===== src/rtl/pc_sequencer_if.sv =====
// Handshake bundle between the control FSM / address stage and the PC sequencer.
// master drives state, flags and target; slave (the sequencer) returns PC and status.
interface pc_sequencer_if #(
   parameter int unsigned addr = 20,
   parameter int unsigned st   = 3
) ();

   logic [st-1:0]   State;
   logic            flagBRANCH;
   logic            flagJUMP;
   logic            flagJR;
   logic            flagIN;
   logic            flagHALT;
   logic            enter;
   logic [addr-1:0] newAddress;

   logic [addr-1:0] PC;
   logic [addr-1:0] addressJAL;
   logic            stall;
   logic            inCapture;
   logic            halted;
   logic            pcUpdate;

   modport master (
      output State, flagBRANCH, flagJUMP, flagJR, flagIN, flagHALT, enter, newAddress,
      input  PC, addressJAL, stall, inCapture, halted, pcUpdate
   );

   modport slave (
      input  State, flagBRANCH, flagJUMP, flagJR, flagIN, flagHALT, enter, newAddress,
      output PC, addressJAL, stall, inCapture, halted, pcUpdate
   );

endinterface


===== src/rtl/pc_sequencer.sv =====
// Program counter and instruction sequencing: PC advance/jump, IN wait-for-enter stall
// and the absorbing HALT state. All outputs are registered.
module pc_sequencer #(
   parameter int unsigned   addr      = 20,
   parameter int unsigned   st        = 3,
   parameter logic [st-1:0] UPDATE_ST = 3'd4
) (
   input logic          clock,
   input logic          reset,
   pc_sequencer_if.slave bus
);

   localparam logic [addr-1:0] AddrOne = {{(addr-1){1'b0}}, 1'b1};

   typedef enum logic [1:0] {StRun, StWaitIn, StWaitRel, StHalt} mode_e;

   mode_e           mode_q;
   logic [addr-1:0] pc_q;
   logic [addr-1:0] jal_q;
   logic            stall_q;
   logic            in_capture_q;
   logic            halted_q;
   logic            pc_update_q;

   logic            jump_any;
   logic [addr-1:0] target_inc;
   logic [addr-1:0] jal_inc;

   assign jump_any   = bus.flagJR | bus.flagJUMP | bus.flagBRANCH;
   assign target_inc = bus.newAddress + AddrOne;
   // jal_q already holds PC+1, so sequential advance is PC <= jal_q, jal <= jal_q+1.
   assign jal_inc    = jal_q + AddrOne;

   always_ff @(posedge clock) begin
      if (reset) begin
         mode_q       <= StRun;
         pc_q         <= '0;
         jal_q        <= AddrOne;
         stall_q      <= 1'b0;
         in_capture_q <= 1'b0;
         halted_q     <= 1'b0;
         pc_update_q  <= 1'b0;
      end else begin
         in_capture_q <= 1'b0;
         pc_update_q  <= 1'b0;
         unique case (mode_q)
            StRun: begin
               if (bus.State == UPDATE_ST) begin
                  if (bus.flagHALT) begin
                     mode_q   <= StHalt;
                     stall_q  <= 1'b1;
                     halted_q <= 1'b1;
                  end else if (bus.flagIN) begin
                     mode_q  <= StWaitIn;
                     stall_q <= 1'b1;
                  end else if (jump_any) begin
                     pc_q        <= bus.newAddress;
                     jal_q       <= target_inc;
                     pc_update_q <= 1'b1;
                  end else begin
                     pc_q        <= jal_q;
                     jal_q       <= jal_inc;
                     pc_update_q <= 1'b1;
                  end
               end
            end
            StWaitIn: begin
               if (bus.enter) begin
                  mode_q       <= StWaitRel;
                  in_capture_q <= 1'b1;
               end
            end
            StWaitRel: begin
               if (!bus.enter) begin
                  mode_q      <= StRun;
                  stall_q     <= 1'b0;
                  pc_q        <= jal_q;
                  jal_q       <= jal_inc;
                  pc_update_q <= 1'b1;
               end
            end
            StHalt: begin
               mode_q <= StHalt;
            end
            default: begin
               mode_q <= StRun;
            end
         endcase
      end
   end

   assign bus.PC         = pc_q;
   assign bus.addressJAL = jal_q;
   assign bus.stall      = stall_q;
   assign bus.inCapture  = in_capture_q;
   assign bus.halted     = halted_q;
   assign bus.pcUpdate   = pc_update_q;

endmodule


===== src/flat_wrapper.sv =====
// flat-port wrapper written by rule: the top's interface ports become plain ports
module pc_sequencer_flat 
#(
   parameter int unsigned   addr      = 20,
   parameter int unsigned   st        = 3,
   parameter logic [st-1:0] UPDATE_ST = 3'd4
)
  (clock, reset, bus_State, bus_flagBRANCH, bus_flagJUMP, bus_flagJR, bus_flagIN, bus_flagHALT, bus_enter, bus_newAddress, bus_PC, bus_addressJAL, bus_stall, bus_inCapture, bus_halted, bus_pcUpdate);
  pc_sequencer_if #(.addr(addr), .st(st)) bus_i ();
  input logic clock;
  input logic reset;
  input wire logic [$bits(bus_i.State)-1:0] bus_State;
  input wire logic [$bits(bus_i.flagBRANCH)-1:0] bus_flagBRANCH;
  input wire logic [$bits(bus_i.flagJUMP)-1:0] bus_flagJUMP;
  input wire logic [$bits(bus_i.flagJR)-1:0] bus_flagJR;
  input wire logic [$bits(bus_i.flagIN)-1:0] bus_flagIN;
  input wire logic [$bits(bus_i.flagHALT)-1:0] bus_flagHALT;
  input wire logic [$bits(bus_i.enter)-1:0] bus_enter;
  input wire logic [$bits(bus_i.newAddress)-1:0] bus_newAddress;
  output wire logic [$bits(bus_i.PC)-1:0] bus_PC;
  output wire logic [$bits(bus_i.addressJAL)-1:0] bus_addressJAL;
  output wire logic [$bits(bus_i.stall)-1:0] bus_stall;
  output wire logic [$bits(bus_i.inCapture)-1:0] bus_inCapture;
  output wire logic [$bits(bus_i.halted)-1:0] bus_halted;
  output wire logic [$bits(bus_i.pcUpdate)-1:0] bus_pcUpdate;
  assign bus_i.State = bus_State;
  assign bus_i.flagBRANCH = bus_flagBRANCH;
  assign bus_i.flagJUMP = bus_flagJUMP;
  assign bus_i.flagJR = bus_flagJR;
  assign bus_i.flagIN = bus_flagIN;
  assign bus_i.flagHALT = bus_flagHALT;
  assign bus_i.enter = bus_enter;
  assign bus_i.newAddress = bus_newAddress;
  assign bus_PC = bus_i.PC;
  assign bus_addressJAL = bus_i.addressJAL;
  assign bus_stall = bus_i.stall;
  assign bus_inCapture = bus_i.inCapture;
  assign bus_halted = bus_i.halted;
  assign bus_pcUpdate = bus_i.pcUpdate;
  pc_sequencer #(.addr(addr), .st(st), .UPDATE_ST(UPDATE_ST)) u_core (.clock(clock), .reset(reset), .bus(bus_i));
endmodule

===== config.mk =====
export PLATFORM = sky130hd
export DESIGN_NAME = pc_sequencer_flat
export DESIGN_NICKNAME = d
export VERILOG_FILES = /design/src/rtl/pc_sequencer_if.sv /design/src/rtl/pc_sequencer.sv /design/src/flat_wrapper.sv
export SDC_FILE = /design/constraint.sdc
export NUM_CORES = 1
export LEC_CHECK = 0
export CORE_ASPECT_RATIO = 1.25
export CORE_MARGIN = 2
export CORE_UTILIZATION = 30
export DETAILED_ROUTE_END_ITERATION = 6
export PLACE_DENSITY = 0.59
export SLEW_MARGIN = 20
export SYNTH_ARGS = -nofsm -noshare
export SYNTH_HDL_FRONTEND = slang
export SYNTH_SLANG_ARGS = --single-unit

===== constraint.sdc =====
create_clock -name clock -period 2.36 [get_ports clock]
set_input_delay 0.354 -clock clock [delete_from_list [all_inputs] [get_ports clock]]
set_output_delay 0.354 -clock clock [all_outputs]
set_load 0.01 [all_outputs]

# Yosys cells after proc, flatten, opt, wreduce, memory -nomap -nowiden

Index checks and enable logic that the tools add are counted.

Register bits after elaboration: 46
Bits in latches: 0
RAM bits: 0
ROM bits: 0
Input port bits: 31
Word-level logic and storage cells: 58
Memories kept: 0

Add/subtract/negate cells: 2
Multipliers: 0
Div/mod/pow operators: 0
Order comparisons: 0
Equal/unequal tests: 10
Shifts and indexed selects: 0
Mux-type cells: 29
Bitwise operators: 3
Reduce and logical (&&, ||, !) cells: 7

Operators by type and width:

| kind                                                  | count |
|---|---|
| 2-to-1 mux 20 bit                                     | 10 |
| case mux 20 bit (2 select lines)                      | 2 |
| adder 20 x 1 -> 20 bit, second input constant         | 2 |
| 2-to-1 mux 2 bit                                      | 5 |
| 2-to-1 mux 1 bit                                      | 9 |
| inequality test 2 bit, second input constant          | 4 |
| case mux 2 bit (4 select lines)                       | 1 |
| AND reduction 4 bit                                   | 2 |
| AND reduction 5 bit                                   | 1 |
| equality test 2 bit, second input constant            | 2 |
| case mux 1 bit (2 select lines)                       | 2 |
| equality test 3 bit, second input constant            | 1 |
| inequality test 3 bit, second input constant          | 1 |
| AND reduction 3 bit                                   | 1 |
| equality test 2 x 1 -> 1 bit, second input constant   | 1 |
| logical NOT 2 bit                                     | 1 |
| inequality test 2 x 1 -> 1 bit, second input constant | 1 |
| bitwise OR 1 bit                                      | 2 |
| nonzero test 2 bit                                    | 1 |
| OR reduction 2 bit                                    | 1 |
| NOT 1 bit                                             | 1 |

# Depth between registers and ports, before layout

Gate-level depths: netlist of run 1.

Word-level depth: 7
Mapped depth: 9
Mapped depth without buffers: 7

# Worst setup path after synthesis of run 1

OpenSTA, ideal clock, no wires.

Path kind: reg-to-reg
Start: reg u_core.jal_q[0], in the netlist u_core.bus.addressJAL[0]
End: reg u_core.jal_q[18], in the netlist u_core.bus.addressJAL[18]
Library setup time: 74 ps
Data arrival time: 1,861 ps
Required time: 2,286 ps
Slack: 424 ps
Cell stages (with the launch flop): 7
Buffers on the path: 0
Clock period less this slack: 1,936 ps
Path through: dfxtp_1 > ha_1 > nand3_2 > nor4_4 > nand2b_1 > or4_1 > a31oi_1

Cells in the longest elaborated chain, start to end: 6
Elaborated cells on any way between the ends: 7

RTL lines:

| item                               | RTL line           | source |
|---|---|---|
| start, declared                    | pc_sequencer.sv:19 | `logic [addr-1:0] jal_q;` |
| start signal, assigned             | pc_sequencer.sv:38 | `jal_q <= AddrOne;` |
| start signal, assigned             | pc_sequencer.sv:58 | `jal_q <= target_inc;` |
| start signal, assigned             | pc_sequencer.sv:62 | `jal_q <= jal_inc;` |
| adder 20 x 1 -> 20 bit *           | pc_sequencer.sv:32 | `assign jal_inc = jal_q + AddrOne;` |
| 2-to-1 mux 20 bit                  | pc_sequencer.sv:56 | `end else if (jump_any) begin` |
| 2-to-1 mux 20 bit                  | pc_sequencer.sv:53 | `end else if (bus.flagIN) begin` |
| 2-to-1 mux 20 bit                  | pc_sequencer.sv:49 | `if (bus.flagHALT) begin` |
| 2-to-1 mux 20 bit                  | pc_sequencer.sv:48 | `if (bus.State == UPDATE_ST) begin` |
| case mux 20 bit (2 select lines) * | pc_sequencer.sv:46 | `unique case (mode_q)` |

Mark *: on every way between the ends. The rest lies on a longest branch, timed or not. The select of a mux whose other input is x is not followed.
A chain may end at the register's enable or synchronous reset.

# Worst setup path after layout of run 1

Start: reg u_core.mode_q[0]
End: reg u_core.jal_q[17], in the netlist u_core.bus.addressJAL[17]

Cells in the longest elaborated chain, start to end: 3
Elaborated cells on any way between the ends: 9

RTL lines:

| item                                                            | RTL line           | source |
|---|---|---|
| start, declared                                                 | pc_sequencer.sv:17 | `mode_e mode_q;` |
| start signal, assigned                                          | pc_sequencer.sv:36 | `mode_q <= StRun;` |
| start signal, assigned                                          | pc_sequencer.sv:50 | `mode_q <= StHalt;` |
| start signal, assigned                                          | pc_sequencer.sv:54 | `mode_q <= StWaitIn;` |
| equality test 2 bit / logical NOT 2 bit (equally long branches) | pc_sequencer.sv:46 |  |
| inequality test 2 bit (no line), or another cell as far along   | --                 |  |
| AND reduction 5 bit (no line)                                   | --                 |  |

Parallel ways exist; a longest one is shown, timed or not.

==> summary.txt, run 1 <==
STA
  • Achievable Freq: 0.469 GHz
  • Finish-stage setup viols: 0
  • Post-route worst setup slack: about 0.23 ns
  • Final Max Slew Viols: 0
  • Worst relative slew slack: between 40% and 50%
  • Setup TNS: 0 ns
  • Setup Skew: roughly 0.0069 ns
  • RSZ-0062 raised after global routing: no
  • Min cycle time layout: 2.13 ns
  • Tcrit/Tclk final: around 90%
  • Worst Max-Slew Pin Slew: slightly below 0.8 ns
  • Final hold violation count: 0

Power and ir drop
  • Reg power frac: 30.7%
  • Sw frac: between 30% and 40%
  • Combinational power share: roughly half
  • Switching pwr: 1.50 mW
  • VDD IR max: ~0.39 mV
  • Pwr Density: roughly 970 nW/um2
  • Clk pwr share: between 20% and 30%
  • Cell Int Power: 2.51 mW
  • Leak: 1.45 nW

Synth
  • Avg Inst Size Synth: 7.64 um2
  • Sequential area share after synthesis: 32.1%
  • Number of synthesized flops with an enable pin: 0
  • Post-synthesis register bit count: 46
  • Syn_nets: slightly above 400
  • Ys async rst share: 0%
  • Primary FF master, synth: dfxtp_1
  • Cells taking the most area after synthesis: dfxtp_1 (32%), nand2_1 (8.1%), a311oi_1 (6.4%)
  • Dominant cell type by area after synthesis: dfxtp_1
  • Commonest cells post-synth: nand2_1 (62), dfxtp_1 (46), nor2_1 (40), a21oi_1 (22), a311oi_1 (21)
  • Yosys cell types: 56
  • Cells after synthesis: approximately 380
  • Cell area after synthesis: 2870 um2
  • Yosys warns: 0
  • Top cell type's share of synthesized area: between 30% and 40%
  • Most frequent cell after synthesis: nand2_1

Clock network
  • Max Root-Sink Buffers: 2
  • Worst-path clk slew: ~0.070 ns
  • Total CTS buffers: 5
  • CTS tree: done
  • Worst-skew pair later-pin latency: around 0.29 ns
  • CTS Hold Bufs: 0
  • Root Buffer: clkbuf_16
  • CTS-repair resized insts: 0
  • Max H-tree Level: 2
  • Number of post-CTS setup repair buffers: 0
  • CTS sink cnt: between 40 and 50

Floorplanning
  • Die W: around 91 um
  • Die Ht: around 110 um
  • IO Count: 75
  • DIE AREA: roughly 10000 um2
  • Initial core utilization: around 31%
  • Row cnt: 39
  • Core footprint: between 9000 and 10000 um2

GRT
  • Initial antenna violation count: 0
  • Gr ovfl total: 0
  • Vias in the first global route: approximately 3000
  • Pin count of the biggest net entering global routing: 24
  • GRT Total Usage: 17.3%
  • First-pass GRT wire length: 14700 um

Finish
  • Area added between synthesis and finish: 44.3%
  • Fillers: just over 900
  • Final Cell Area: a little over 4000 um2
  • Ant. Diodes: 0
  • Nets: about 500
  • Layout cells sized above 1: between 10% and 20%
  • Util after Layout: 44.8%

Route
  • Final ANT Viol Nets: 0
  • # DRC: 0
  • DRT Wirelength: slightly below 9000 um
  • Vias per inst: approximately 5.3
  • Drt pass-1 iters: 4
  • Vias: 3118
  • Avg WL per Cell: ~15 um
  • Iter 0 DRT Violations: 130

Critical path
  • Crit path required time: 2.60 ns
  • R2r setup slk: 0.23 ns
  • Worst R2R End: u_core.bus.addressJAL[17]$_SDFFE_PP0P_
  • CP endpoint kind: register
  • Launch point of the worst reg-to-reg path: u_core.mode_q[0]$_SDFFE_PP0P_
  • CP max FO: 18
  • Crit path kind: reg -> reg
  • Register-to-Register Path Depth: 6
  • Startpoint types: register
  • Critical path arrival: about 2.4 ns

Placed design
  • Place WS: roughly 0.10 ns
  • GP Congestion: 0.847
  • PortBufs: 74
  • Placed inst area: between 3000 and 4000 um2
  • Post-DP HPWL: 6610 um

Worst hold path
  • Hold path cells: 2
  • Hold WC Path Type: reg -> reg
  • Worst Min Path Start: u_core.bus.stall$_SDFFE_PP0P_
  • Hold endpoint: u_core.bus.stall$_SDFFE_PP0P_

Status
  • Status: completed

Flow run
  • MaxCap Viol Count: 0
[metal layers]
layer	global-route usage (%)	vias to the layer above	share of wire (%)
li1	-	1560	-
met2	31.1	69	51
met4	5.56	0	1.5
met5	0	-	0
met3	2.60	6	3.4
met1	21.0	1483	44
[worst max-delay path, stage by stage, from the launching register on]
cell and delay, ns:
dfxtp_1 0.37, inv_1 0.09, ha_1 0.28, nor2_2 0.64, nor3_1 0.12, a2111oi_0 0.41, o21a_1 0.17
[layout by cell type, fill, tap and decap left out, types with 2 or more instances in the layout]
cell type,n
xnor2_1,8
xor2_1,7
or4_1,3
nand2_1,62
nor4_4,2
clkdlybuf4s50_1,74
o21a_1,3
clkbuf_1,2
o21ai_1,7
nand2b_1,4
a21oi_1,22
ha_1,7
or3_1,2
a31oi_1,5
nor3b_1,2
nor3_1,9
o31a_1,3
mux2i_1,3
buf_4,31
buf_12,4
or2_1,2
and4_1,2
o22ai_1,3
nand4_1,8
a211oi_1,7
nor4_1,8
dfxtp_1,46
nand3_1,14
o21ba_1,2
inv_1,8
and3_1,4
clkbuf_16,5
o21ai_0,13
a311oi_1,21
nor2_1,39
[cells by family (layout without fill, tap and decap cells)]
group	Yosys count	after routing	share of synthesized area (%)
DFF	46	46	32.1
xor gates and xnor gates	15	15	4.59
and+or+nand+nor	173	173	30.9
muxes	3	3	1.05
adders and majority gates	7	7	3.06
AOI/OAI and AO/OA	98	98	23.6
buffers and inverters	33	125	4.72
[metrics by stage]
step | total power [mW] | std cells | hold WS (ns)
2_1_floorplan | 2.28 | 375 | 0.468
3_3_place_gp | 3.21 | 582 | 0.461
3_5_place_dp | 3.24 | 582 | 0.473
4_1_cts | 4.06 | 590 | 0.483
5_1_grt | 4.30 | 590 | 0.509
6_report | 4.01 | 590 | 0.481
[registers in the layout (all words and copies together), names as in the netlist]
signal                 count
u_core.bus.PC             20
u_core.bus.addressJAL     20
u_core.bus.halted          1
u_core.bus.inCapture       1
u_core.bus.pcUpdate        1
u_core.bus.stall           1
u_core.mode_q              2
[power groups by stage]
stage | Combinational (mW) | Clock, mW | Sequential (mW)
6_report | 1.97 | 0.806 | 1.23
5_1_grt | 2.18 | 0.858 | 1.26
4_1_cts | 1.99 | 0.832 | 1.23
3_5_place_dp | 1.99 | 0 | 1.25
3_3_place_gp | 1.96 | 0 | 1.24
2_1_floorplan | 0.952 | 0 | 1.33
[worst max path at each step]
stage | end | slack (ns) | from
global placement | u_core.bus.addressJAL[18]$_SDFFE_PP0P_ | 0.15 | bus_State[2]
global route | u_core.bus.addressJAL[17]$_SDFFE_PP0P_ | 0.002 | u_core.mode_q[0]$_SDFFE_PP0P_
CTS | u_core.bus.addressJAL[17]$_SDFFE_PP0P_ | 0.20 | u_core.mode_q[0]$_SDFFE_PP0P_
detailed placement | u_core.bus.addressJAL[17]$_SDFFE_PP0P_ | 0.10 | bus_State[2]
floorplan | u_core.bus.addressJAL[18]$_SDFFE_PP0P_ | 0.42 | u_core.bus.addressJAL[0]$_SDFFE_PP1P_
finish | u_core.bus.addressJAL[17]$_SDFFE_PP0P_ | 0.23 | u_core.mode_q[0]$_SDFFE_PP0P_
[area by class of cell]
| class | instances | area [um2] | area share (%) |
|---|---|---|---|
| Clock buffer | 7 | 133 | 3.21 |
| Clock inverter | 1 | 30.0 | 0.726 |
| Inverter | 8 | 30.0 | 0.726 |
| Multi-Input combinational cell | 296 | 1810 | 43.9 |
| Sequential cell | 46 | 921 | 22.3 |
| Tap cell | 123 | 154 | 3.72 |
| Timing Repair Buffer | 109 | 1050 | 25.5 |
Power figures use the tool's default switching activity.
==> run 2, diff against run 1 <==
--- a/config.mk
+++ b/config.mk
@@ -10,7 +10,7 @@
 export CORE_UTILIZATION = 30
 export DETAILED_ROUTE_END_ITERATION = 6
 export PLACE_DENSITY = 0.59
-export SLEW_MARGIN = 20
+export SLEW_MARGIN = 10
 export SYNTH_ARGS = -nofsm -noshare
 export SYNTH_HDL_FRONTEND = slang
 export SYNTH_SLANG_ARGS = --single-unit
==> results of run 2 <==
The final DEF is identical to that of run 1; final timing and power are the same.
